<file path="src/rtl/tx_sched_pkg.sv">
// Shared state encoding and FIFO status-byte field positions for the TX hold scheduler.
package tx_sched_pkg;

  typedef enum logic [1:0] {
    S_IDLE  = 2'd0,
    S_READ  = 2'd1,
    S_DRAIN = 2'd2,
    S_IFG   = 2'd3
  } sched_state_t;

  localparam int STAT_SOP_BIT  = 7;
  localparam int STAT_EOP_BIT  = 6;
  localparam int STAT_BVAL_LSB = 0;
  localparam int STAT_BVAL_W   = 3;

endpackage

</file>
<file path="src/rtl/tx_frame_counter.sv">
// Up/down counter of complete frames held in the FIFO; saturates at both ends.
module tx_frame_counter
  import tx_sched_pkg::*;
#(
  parameter int WIDTH = 5
) (
  input  logic             i_clk,
  input  logic             i_rst,
  input  logic             i_inc,
  input  logic             i_dec,
  output logic [WIDTH-1:0] o_count
);

  localparam logic [WIDTH-1:0] CNT_MAX = {WIDTH{1'b1}};
  localparam logic [WIDTH-1:0] CNT_MIN = {WIDTH{1'b0}};

  logic [WIDTH-1:0] r_count;

  // Count update; a simultaneous increment and decrement cancel out.
  always_ff @(posedge i_clk) begin
    if (i_rst) begin
      r_count <= CNT_MIN;
    end else if (i_inc && !i_dec && (r_count != CNT_MAX)) begin
      r_count <= r_count + WIDTH'(1);
    end else if (i_dec && !i_inc && (r_count != CNT_MIN)) begin
      r_count <= r_count - WIDTH'(1);
    end else begin
      r_count <= r_count;
    end
  end

  assign o_count = r_count;

endmodule

</file>
<file path="src/rtl/tx_hold_sched.sv">
// Read-side scheduler for the 10GE TX hold FIFO: frame-gated pop control, inter-frame
// gap, between-frame pause, and underrun / missing-SOP / oversize detection.
module tx_hold_sched
  import tx_sched_pkg::*;
#(
  parameter int FCNT_WIDTH      = 5,
  parameter int IFG_CYCLES      = 2,
  parameter int MAX_FRAME_WORDS = 1200,
  parameter int WCNT_WIDTH      = 11
) (
  input  logic                  clk_xgmii_tx,
  input  logic                  reset_xgmii_tx,
  input  logic                  txhfifo_wen,
  input  logic [7:0]            txhfifo_wstatus,
  input  logic                  txhfifo_wfull,
  input  logic                  txhfifo_walmost_full,
  input  logic [7:0]            txhfifo_rstatus,
  input  logic                  txhfifo_rempty,
  output logic                  txhfifo_ren,
  input  logic                  pause_req,
  output logic                  txsched_sop,
  output logic                  txsched_eop,
  output logic                  txsched_abort,
  output logic                  txsched_underrun,
  output logic                  txsched_sop_err,
  output logic                  txsched_busy,
  output logic [FCNT_WIDTH-1:0] frames_held
);

  localparam int                    IFG_W    = (IFG_CYCLES > 0) ? $clog2(IFG_CYCLES + 1) : 1;
  localparam logic [IFG_W-1:0]      IFG_LAST = IFG_W'(IFG_CYCLES);
  localparam logic [WCNT_WIDTH-1:0] WCNT_MAX = WCNT_WIDTH'(MAX_FRAME_WORDS);
  localparam sched_state_t          POST_EOP = (IFG_CYCLES == 0) ? S_IDLE : S_IFG;

  sched_state_t            r_state;
  sched_state_t            w_state_nxt;
  logic [WCNT_WIDTH-1:0]   r_word_cnt;
  logic [WCNT_WIDTH-1:0]   w_word_cnt_nxt;
  logic [WCNT_WIDTH-1:0]   w_word_cnt_inc;
  logic [IFG_W-1:0]        r_ifg_cnt;
  logic [IFG_W-1:0]        w_ifg_cnt_nxt;
  logic                    w_ren;
  logic                    w_sop_err;
  logic                    w_underrun;
  logic                    w_abort;
  logic                    w_head_sop;
  logic                    w_head_eop;
  logic                    w_start;
  logic                    w_frame_in;
  logic                    w_frame_out;
  logic [FCNT_WIDTH-1:0]   w_frames_held;
  logic                    w_unused;

  assign w_head_sop     = txhfifo_rstatus[STAT_SOP_BIT];
  assign w_head_eop     = txhfifo_rstatus[STAT_EOP_BIT];
  assign w_word_cnt_inc = r_word_cnt + WCNT_WIDTH'(1);
  // Almost-full lets a partially written frame start (cut-through).
  assign w_start        = !pause_req && !txhfifo_rempty &&
                          ((w_frames_held != {FCNT_WIDTH{1'b0}}) || txhfifo_walmost_full);

  // State, word counter and gap counter registers.
  always_ff @(posedge clk_xgmii_tx) begin
    if (reset_xgmii_tx) begin
      r_state    <= S_IDLE;
      r_word_cnt <= '0;
      r_ifg_cnt  <= '0;
    end else begin
      r_state    <= w_state_nxt;
      r_word_cnt <= w_word_cnt_nxt;
      r_ifg_cnt  <= w_ifg_cnt_nxt;
    end
  end

  // Next-state, pop enable and error pulses.
  always_comb begin
    w_state_nxt    = r_state;
    w_word_cnt_nxt = r_word_cnt;
    w_ifg_cnt_nxt  = r_ifg_cnt;
    w_ren          = 1'b0;
    w_sop_err      = 1'b0;
    w_underrun     = 1'b0;
    w_abort        = 1'b0;
    case (r_state)
      S_IDLE: begin
        if (w_start && w_head_sop) begin
          w_ren          = 1'b1;
          w_word_cnt_nxt = WCNT_WIDTH'(1);
          w_ifg_cnt_nxt  = IFG_W'(1);
          w_state_nxt    = w_head_eop ? POST_EOP : S_READ;
        end else if (w_start) begin
          w_sop_err   = 1'b1;
          w_state_nxt = S_DRAIN;
        end else begin
          w_state_nxt = S_IDLE;
        end
      end
      S_READ: begin
        if (txhfifo_rempty) begin
          w_underrun  = 1'b1;
          w_abort     = 1'b1;
          w_state_nxt = S_DRAIN;
        end else begin
          w_ren          = 1'b1;
          w_word_cnt_nxt = w_word_cnt_inc;
          if (w_head_eop) begin
            w_ifg_cnt_nxt = IFG_W'(1);
            w_state_nxt   = POST_EOP;
          end else if (w_word_cnt_inc >= WCNT_MAX) begin
            w_abort     = 1'b1;
            w_state_nxt = S_DRAIN;
          end else begin
            w_state_nxt = S_READ;
          end
        end
      end
      S_DRAIN: begin
        if (!txhfifo_rempty) begin
          w_ren = 1'b1;
          if (w_head_eop) begin
            w_ifg_cnt_nxt = IFG_W'(1);
            w_state_nxt   = POST_EOP;
          end else begin
            w_state_nxt = S_DRAIN;
          end
        end else begin
          w_state_nxt = S_DRAIN;
        end
      end
      S_IFG: begin
        if (r_ifg_cnt >= IFG_LAST) begin
          w_ifg_cnt_nxt = '0;
          w_state_nxt   = S_IDLE;
        end else begin
          w_ifg_cnt_nxt = r_ifg_cnt + IFG_W'(1);
          w_state_nxt   = S_IFG;
        end
      end
      default: begin
        w_state_nxt = S_IDLE;
      end
    endcase
  end

  assign txhfifo_ren      = w_ren & ~reset_xgmii_tx;
  assign txsched_sop      = txhfifo_ren & w_head_sop & (r_state != S_DRAIN);
  assign txsched_eop      = txhfifo_ren & w_head_eop & (r_state != S_DRAIN);
  assign txsched_abort    = w_abort & ~reset_xgmii_tx;
  assign txsched_underrun = w_underrun & ~reset_xgmii_tx;
  assign txsched_sop_err  = w_sop_err & ~reset_xgmii_tx;
  assign txsched_busy     = (r_state != S_IDLE);
  assign frames_held      = w_frames_held;

  assign w_frame_in  = txhfifo_wen & txhfifo_wstatus[STAT_EOP_BIT] & ~txhfifo_wfull;
  assign w_frame_out = txhfifo_ren & w_head_eop;

  tx_frame_counter #(
    .WIDTH (FCNT_WIDTH)
  ) u_frame_counter (
    .i_clk   (clk_xgmii_tx),
    .i_rst   (reset_xgmii_tx),
    .i_inc   (w_frame_in),
    .i_dec   (w_frame_out),
    .o_count (w_frames_held)
  );

  assign w_unused = ^{txhfifo_wstatus[STAT_SOP_BIT], txhfifo_wstatus[5:0],
                      txhfifo_rstatus[5:STAT_BVAL_W],
                      txhfifo_rstatus[STAT_BVAL_LSB +: STAT_BVAL_W]};

endmodule

</file>
<file path="config.mk">
export PLATFORM = sky130hd
export DESIGN_NAME = tx_hold_sched
export DESIGN_NICKNAME = d
export VERILOG_FILES = /design/src/rtl/tx_sched_pkg.sv /design/src/rtl/tx_frame_counter.sv /design/src/rtl/tx_hold_sched.sv
export SDC_FILE = /design/constraint.sdc
export NUM_CORES = 1
export LEC_CHECK = 0
export CORE_UTILIZATION = 50
export CTS_CLUSTER_DIAMETER = 30
export DETAILED_ROUTE_END_ITERATION = 8
export PLACE_DENSITY = 0.79
export SLEW_MARGIN = 20
export SYNTH_ARGS = -nofsm -noshare
export SYNTH_HDL_FRONTEND = slang
export SYNTH_SLANG_ARGS = --single-unit
export TNS_END_PERCENT = 30
</file>
<file path="constraint.sdc">
create_clock -name clk_xgmii_tx -period 3.3 [get_ports clk_xgmii_tx]
set_input_delay 0.66 -clock clk_xgmii_tx [delete_from_list [all_inputs] [get_ports clk_xgmii_tx]]
set_output_delay 0.66 -clock clk_xgmii_tx [all_outputs]
set_load 0.02 [all_outputs]
</file>
Word level (Yosys, flattened, before mapping)
Index checks and enable logic that the tools add are counted.
- register bits after elaboration: 20
- bits of input ports: 23
- output and inout port bits: 12
- logic and storage cells: 83
- add/subtract/negate cells: 4
- magnitude comparators: 2
- eq/ne operators: 9
- multiplexer cells: 32
- bitwise operators: 12
- reductions and logical operators: 20
- operators with widths (cell ; count):
    two-way mux 2 bit ; 12
    two-way mux 11 bit ; 2
    case mux 11 bit (2 select lines) ; 1
    two-way mux 1 bit ; 12
    adder 11 x 1 -> 11 bit, second input constant ; 1
    >= comparator 11 bit, second input constant ; 1
    bitwise AND 1 bit ; 10
    two-way mux 5 bit ; 2
    inequality test 2 bit, second input constant ; 4
    case mux 2 bit (4 select lines) ; 1
    logical AND 1 bit ; 7
    case mux 2 bit (3 select lines) ; 1
    AND reduction 3 bit ; 2
    nonzero test 2 bit ; 3
    adder 5 x 1 -> 5 bit, second input constant ; 1
    inequality test 5 bit, second input constant ; 1
    nonzero test 5 bit ; 1
    subtractor 5 x 1 -> 5 bit, second input constant ; 1
    == test 2 bit, second input constant ; 2
    zero test 1 bit ; 4
    adder 2 x 1 -> 2 bit, second input constant ; 1
    == test 2 x 1 -> 1 bit, second input constant ; 1
    >= comparator 2 bit, second input constant ; 1
    zero test 2 bit ; 1
    other kinds (5) ; 6

Logic depth before layout (Yosys ltp)
- word-level depth: 12
- depth in mapped cells: 11
- gate-level depth less buffers: 11

Cells and area by module
Synthesis repeated with hierarchy kept, for this count alone.
- cells, all modules: 184
- area total of the unflattened synthesis: 1495.2 um2
- by module, submodules not included (module ; times used ; cells an instance ; area an instance (um2) ; seq. area each (um2)):
    tx_hold_sched ; 1 ; 144 ; 1136.1 ; 300.3
    tx_frame_counter ; 1 ; 40 ; 359.1 ; 100.1

Worst setup path before layout
OpenSTA, ideal clock, no wires.
- path kind: input-to-reg
- start: input txhfifo_rempty
- end: register u_frame_counter.r_count[4], in the netlist u_frame_counter.o_count[4]
- setup time: 0.121 ns
- arrival time: 2.690 ns
- data required time: 3.179 ns
- slack: 0.489 ns
- stages: 10
- path buffers: 0
- path through: nor3_2 > nand2_1 > o311ai_4 > clkinv_4 > fa_1 > inv_1 > a21o_1 > a21oi_1 > mux2i_4 > mux2_4
- word-level cells in the longest chain between the ends: 12
- elaborated cells on any way between the ends: 16
- those cells by class: mux: 4; bitwise: 2; reduce/logical: 10
- RTL lines (element ; line ; text):
    from (decl) ; tx_hold_sched.sv:18 ; input logic txhfifo_rempty,
    zero test 1 bit ; -- ;
    logical AND 1 bit (2 in series) ; tx_hold_sched.sv:58 ; assign w_start = !pause_req && !txhfifo_rempty &&
    logical AND 1 bit ; tx_hold_sched.sv:85 ; if (w_start && w_head_sop) begin
    two-way mux 1 bit ; tx_hold_sched.sv:85 ;
    case mux 1 bit (2 select lines) * ; tx_hold_sched.sv:83 ; case (r_state)
    bitwise AND 1 bit * ; tx_hold_sched.sv:144 ; assign txhfifo_ren = w_ren & ~reset_xgmii_tx;
    bitwise AND 1 bit * ; tx_hold_sched.sv:154 ; assign w_frame_out = txhfifo_ren & w_head_eop;
    zero test 1 bit ; tx_frame_counter.sv:23 ; end else if (i_inc && !i_dec && (r_count != CNT_MAX)) begin
    logical AND 1 bit (2 in series) ; tx_frame_counter.sv:23 ;
    two-way mux 5 bit / nonzero test 2 bit (equally long branches) ; -- ;
    to (signal assigned) ; tx_frame_counter.sv:24 ; r_count <= r_count + WIDTH'(1);
    to (signal assigned) ; tx_frame_counter.sv:26 ; r_count <= r_count - WIDTH'(1);
    to (signal assigned) ; tx_frame_counter.sv:28 ; r_count <= r_count;
    to (decl) ; tx_frame_counter.sv:17 ; logic [WIDTH-1:0] r_count;
Mark *: on every way between the ends. The rest lies on a longest branch, timed or not.
A chain may end at the register's enable or synchronous reset.

Final worst setup path
- start: input txhfifo_walmost_full
- end: output txhfifo_ren
- word-level cells in the longest chain between the ends: 6
- RTL lines (element ; line ; text):
    from (decl) ; tx_hold_sched.sv:16 ; input logic txhfifo_walmost_full,
    logical OR 1 bit ; tx_hold_sched.sv:59 ; ((w_frames_held != {FCNT_WIDTH{1'b0}}) || txhfifo_walmost_full);
    logical AND 1 bit ; tx_hold_sched.sv:58 ;
    logical AND 1 bit ; tx_hold_sched.sv:85 ;
    two-way mux 1 bit ; tx_hold_sched.sv:85 ;
    case mux 1 bit (2 select lines) ; tx_hold_sched.sv:83 ;
    bitwise AND 1 bit ; tx_hold_sched.sv:144 ;
    to (decl) ; tx_hold_sched.sv:19 ; output logic txhfifo_ren,
No other way between the ends.

==> results.sh <==
export IMPL_fp_coreArea_sq_mm=0.00285
export IMPL_p_clk_share_pct=23.9
export IMPL_io_pins=35
export IMPL_reg2reg_from="u_frame_counter.o_count[1]"
export IMPL_row_count=19
export IMPL_power_frac_seq_pct=32.8
export IMPL_place_congestion=0.883
export IMPL_die_w_um=57.7
export IMPL_dp_hpwl_um=2800
export IMPL_critPathLaunch="txhfifo_walmost_full"
export IMPL_synthXorXnorAreaFrac_pct=6.21
export IMPL_hp_start="r_ifg_cnt[1]"
export IMPL_worst_pin_slew_ps=644
export IMPL_synth_area_leaders="dfxtp_1, ha_1, xnor2_1, inv_1, nor2_1"
export IMPL_h_tree_depth=1
export IMPL_fin_ws_ps=95.1
export IMPL_antenna_cells=0
export IMPL_grt_pass1_wl_um=6470
export IMPL_multiInputGateArea_sq_mm=0.00107
export IMPL_path_max_fanout=4
export IMPL_intPower_uw=549
export IMPL_drt_iter0_drc=59
export IMPL_areaGrowthSynthToFinish_pct=25.1
export IMPL_clk_latency_ps=320
export IMPL_nFillCells=228
export IMPL_root_buffer="clkbuf_4"
export IMPL_drtPass1Iterations=6
export IMPL_area_sequential_sq_um=402
export IMPL_synth_top_cell_area_share_pct=25.8
export IMPL_cts_tree="yes"
export IMPL_cp_arrival_ps=2540
export IMPL_synthArstFlopShare_pct=0
export IMPL_synth_mux_area_share_pct=3.79
export IMPL_ant_nets=0
export IMPL_final_core_util_pct=68.0
export IMPL_synth_top_family_by_area="compound AO/OA/AOI/OAI gates"
export IMPL_wl_um=3980
export IMPL_antenna_found_initial=0
export IMPL_synthCells=187
export IMPL_hold_violations=0
export IMPL_start_kind="input pin"
export IMPL_die_area_sq_mm=0.00333
export IMPL_numCtsBuffers=3
export IMPL_netlist_area_sq_mm=0.00155
export IMPL_initial_core_util_pct=54.3
export IMPL_max_freq_ghz=0.312
export IMPL_power_switching_share_pct=37.7
export IMPL_synth_top_cell_by_area="dfxtp_1"
export IMPL_finalSetupViolations=0
export IMPL_power_switching_uw=333
export IMPL_relSlewSlack_pct=56.8
export IMPL_power_frac_comb_pct=43.4
export IMPL_skew_ps=12.0
export IMPL_rsz0062_at_grt="false"
export IMPL_dpl_worst_slack_ps=-3.54
export IMPL_synth_most_common_cell="dfxtp_1"
export IMPL_synth_compound_gate_area_share_pct=24.9
export IMPL_synth_seq_area_share_pct=25.8
export IMPL_synth_fa_ha_area_share_pct=10.2
export IMPL_grt_max_degree=14
export IMPL_dp_cells=243
export IMPL_yosysWarnings=0
export IMPL_drc=2
export IMPL_die_h_um=57.7
export IMPL_power_per_cell_area_mw_per_mm2=455
export IMPL_status="finished, violations left"
export IMPL_fin_crit_sh_pct=97.1
export IMPL_max_cap_violations=0
export IMPL_endpoint_kind="output pin"
export IMPL_ys_ff_latch=20
export IMPL_drv_slew=0
export IMPL_grt_pass1_vias=1467
export IMPL_synth_distinct_cells=52
export IMPL_avgSynthCellArea_sq_um=8.29
export IMPL_vias=1527
export IMPL_num_nets_final=252
export IMPL_routedWlPerCell_um=16.1
export IMPL_grtUsageTotal_pct=25.0
export IMPL_min_period_ps=3200
export IMPL_overflow=0
export IMPL_synth_simple_gate_area_share_pct=22.2
export IMPL_cts_max_path_buffers=2
export IMPL_syn_nets=222
export IMPL_synth_top_flop_cell="dfxtp_1"
export IMPL_violations="DRC"
export IMPL_cts_sinks=20
export IMPL_layout_cells_non_filler=247
export IMPL_cts_hold_buf=0
export IMPL_io_buffers=21
export IMPL_path_clk_slew_ps=140
export IMPL_synth_commonest_cells="dfxtp_1, inv_1, nor2_1"
export IMPL_synth_edf_count=0
export IMPL_tns_ps=0
export IMPL_power_leakage_uw=0.000764
export IMPL_criticalPathCategory="input pin to output pin"
export IMPL_viasPerCell=6.18
export IMPL_cts_setup_buffers=0
export IMPL_hp_class="register to register"
export IMPL_drive_gt1_share_pct=14.4
export IMPL_ir_worst_vdd_uv=324
export IMPL_required_ps=2640
cell type report:
class | count | share of cell area (%)
Multi-Input combinational cell | 141 | 55.1
Sequential cell | 20 | 20.7
Timing Repair Buffer | 33 | 15.7
Inverter | 18 | 3.74
Tap cell | 31 | 2.00
Clock inverter | 1 | 1.55
Clock buffer | 3 | 1.16
power by group through the flow:
stage | sequential (uW) | combinational [uW] | clock (uW)
after global placement | 291 | 351 | 0
final | 289 | 383 | 211
after detailed placement | 293 | 362 | 0
after floorplan | 295 | 239 | 0
after CTS | 288 | 369 | 214
after global routing | 293 | 413 | 225
metrics by stage:
| step | total power (uW) | hold slack, ps | cell area [sq um] |
|---|---|---|---|
| after floorplan | 533 | 459 | 1550 |
| after global placement | 642 | 468 | 1850 |
| after detailed placement | 656 | 486 | 1850 |
| after CTS | 871 | 506 | 1910 |
| after global routing | 932 | 533 | 1940 |
| final | 882 | 509 | 1940 |
registers in the layout (all words and copies together) (netlist names):
name                     flops
r_state                      2
r_ifg_cnt                    2
r_word_cnt                  11
u_frame_counter.o_count      5
layer usage:
metal	vias to the layer above	track usage, %	wire length, um
met2	52	44.4	2030
li1	742	-	-
met1	721	30.3	1670
met3	12	5.13	205
met5	-	0	0
met4	0	8.16	73
logic make-up after synthesis:
kind of cell | after synthesis
multiplexers | 4
XOR/XNOR | 11
adder cells (fa/ha/maj) | 12
flip-flops | 20
buffers and inverters | 26
AO/OA/AOI/OAI | 51
AND/OR/NAND/NOR | 63
worst paths after layout:
path | to | slack (ps) | cells after the start
max reg2reg | u_frame_counter.o_count[4] | 500 | 11
min | r_ifg_cnt[1] | 510 | 2
min reg2reg | r_ifg_cnt[1] | 510 | 2
max | txhfifo_ren | 100 | 7
layout by cell type (no fill, tap or decap), types with 3 or more instances in the layout:
cell | synthesis | routed
buf_4 | 1 | 12
nor3_1 | 4 | 4
o21ai_0 | 6 | 5
dfxtp_1 | 20 | 19
a21oi_1 | 10 | 10
nand2_1 | 12 | 12
ha_1 | 11 | 10
and3b_1 | 3 | 3
xnor2_1 | 10 | 10
nor2_1 | 16 | 16
nand4_1 | 4 | 4
o41ai_1 | 3 | 3
clkbuf_4 | 0 | 3
o211ai_1 | 6 | 6
inv_1 | 17 | 17
clkdlybuf4s50_1 | 0 | 19
a211oi_1 | 7 | 6
a2111oi_0 | 3 | 3
nand3_1 | 6 | 6
timing repair:
item	CTS	global route
gates resized for setup	3	6
endpoints found under the setup margin	4	5
pin swaps	1	0
worst max-delay path, stage by stage:
cell             delay, ps
clkdlybuf4s50_1        420
or2_2                  330
o21ai_1                220
inv_1                   90
o21ai_2                200
inv_1                   80
clkdlybuf4s50_1        540
Power figures use the tool's default switching activity.
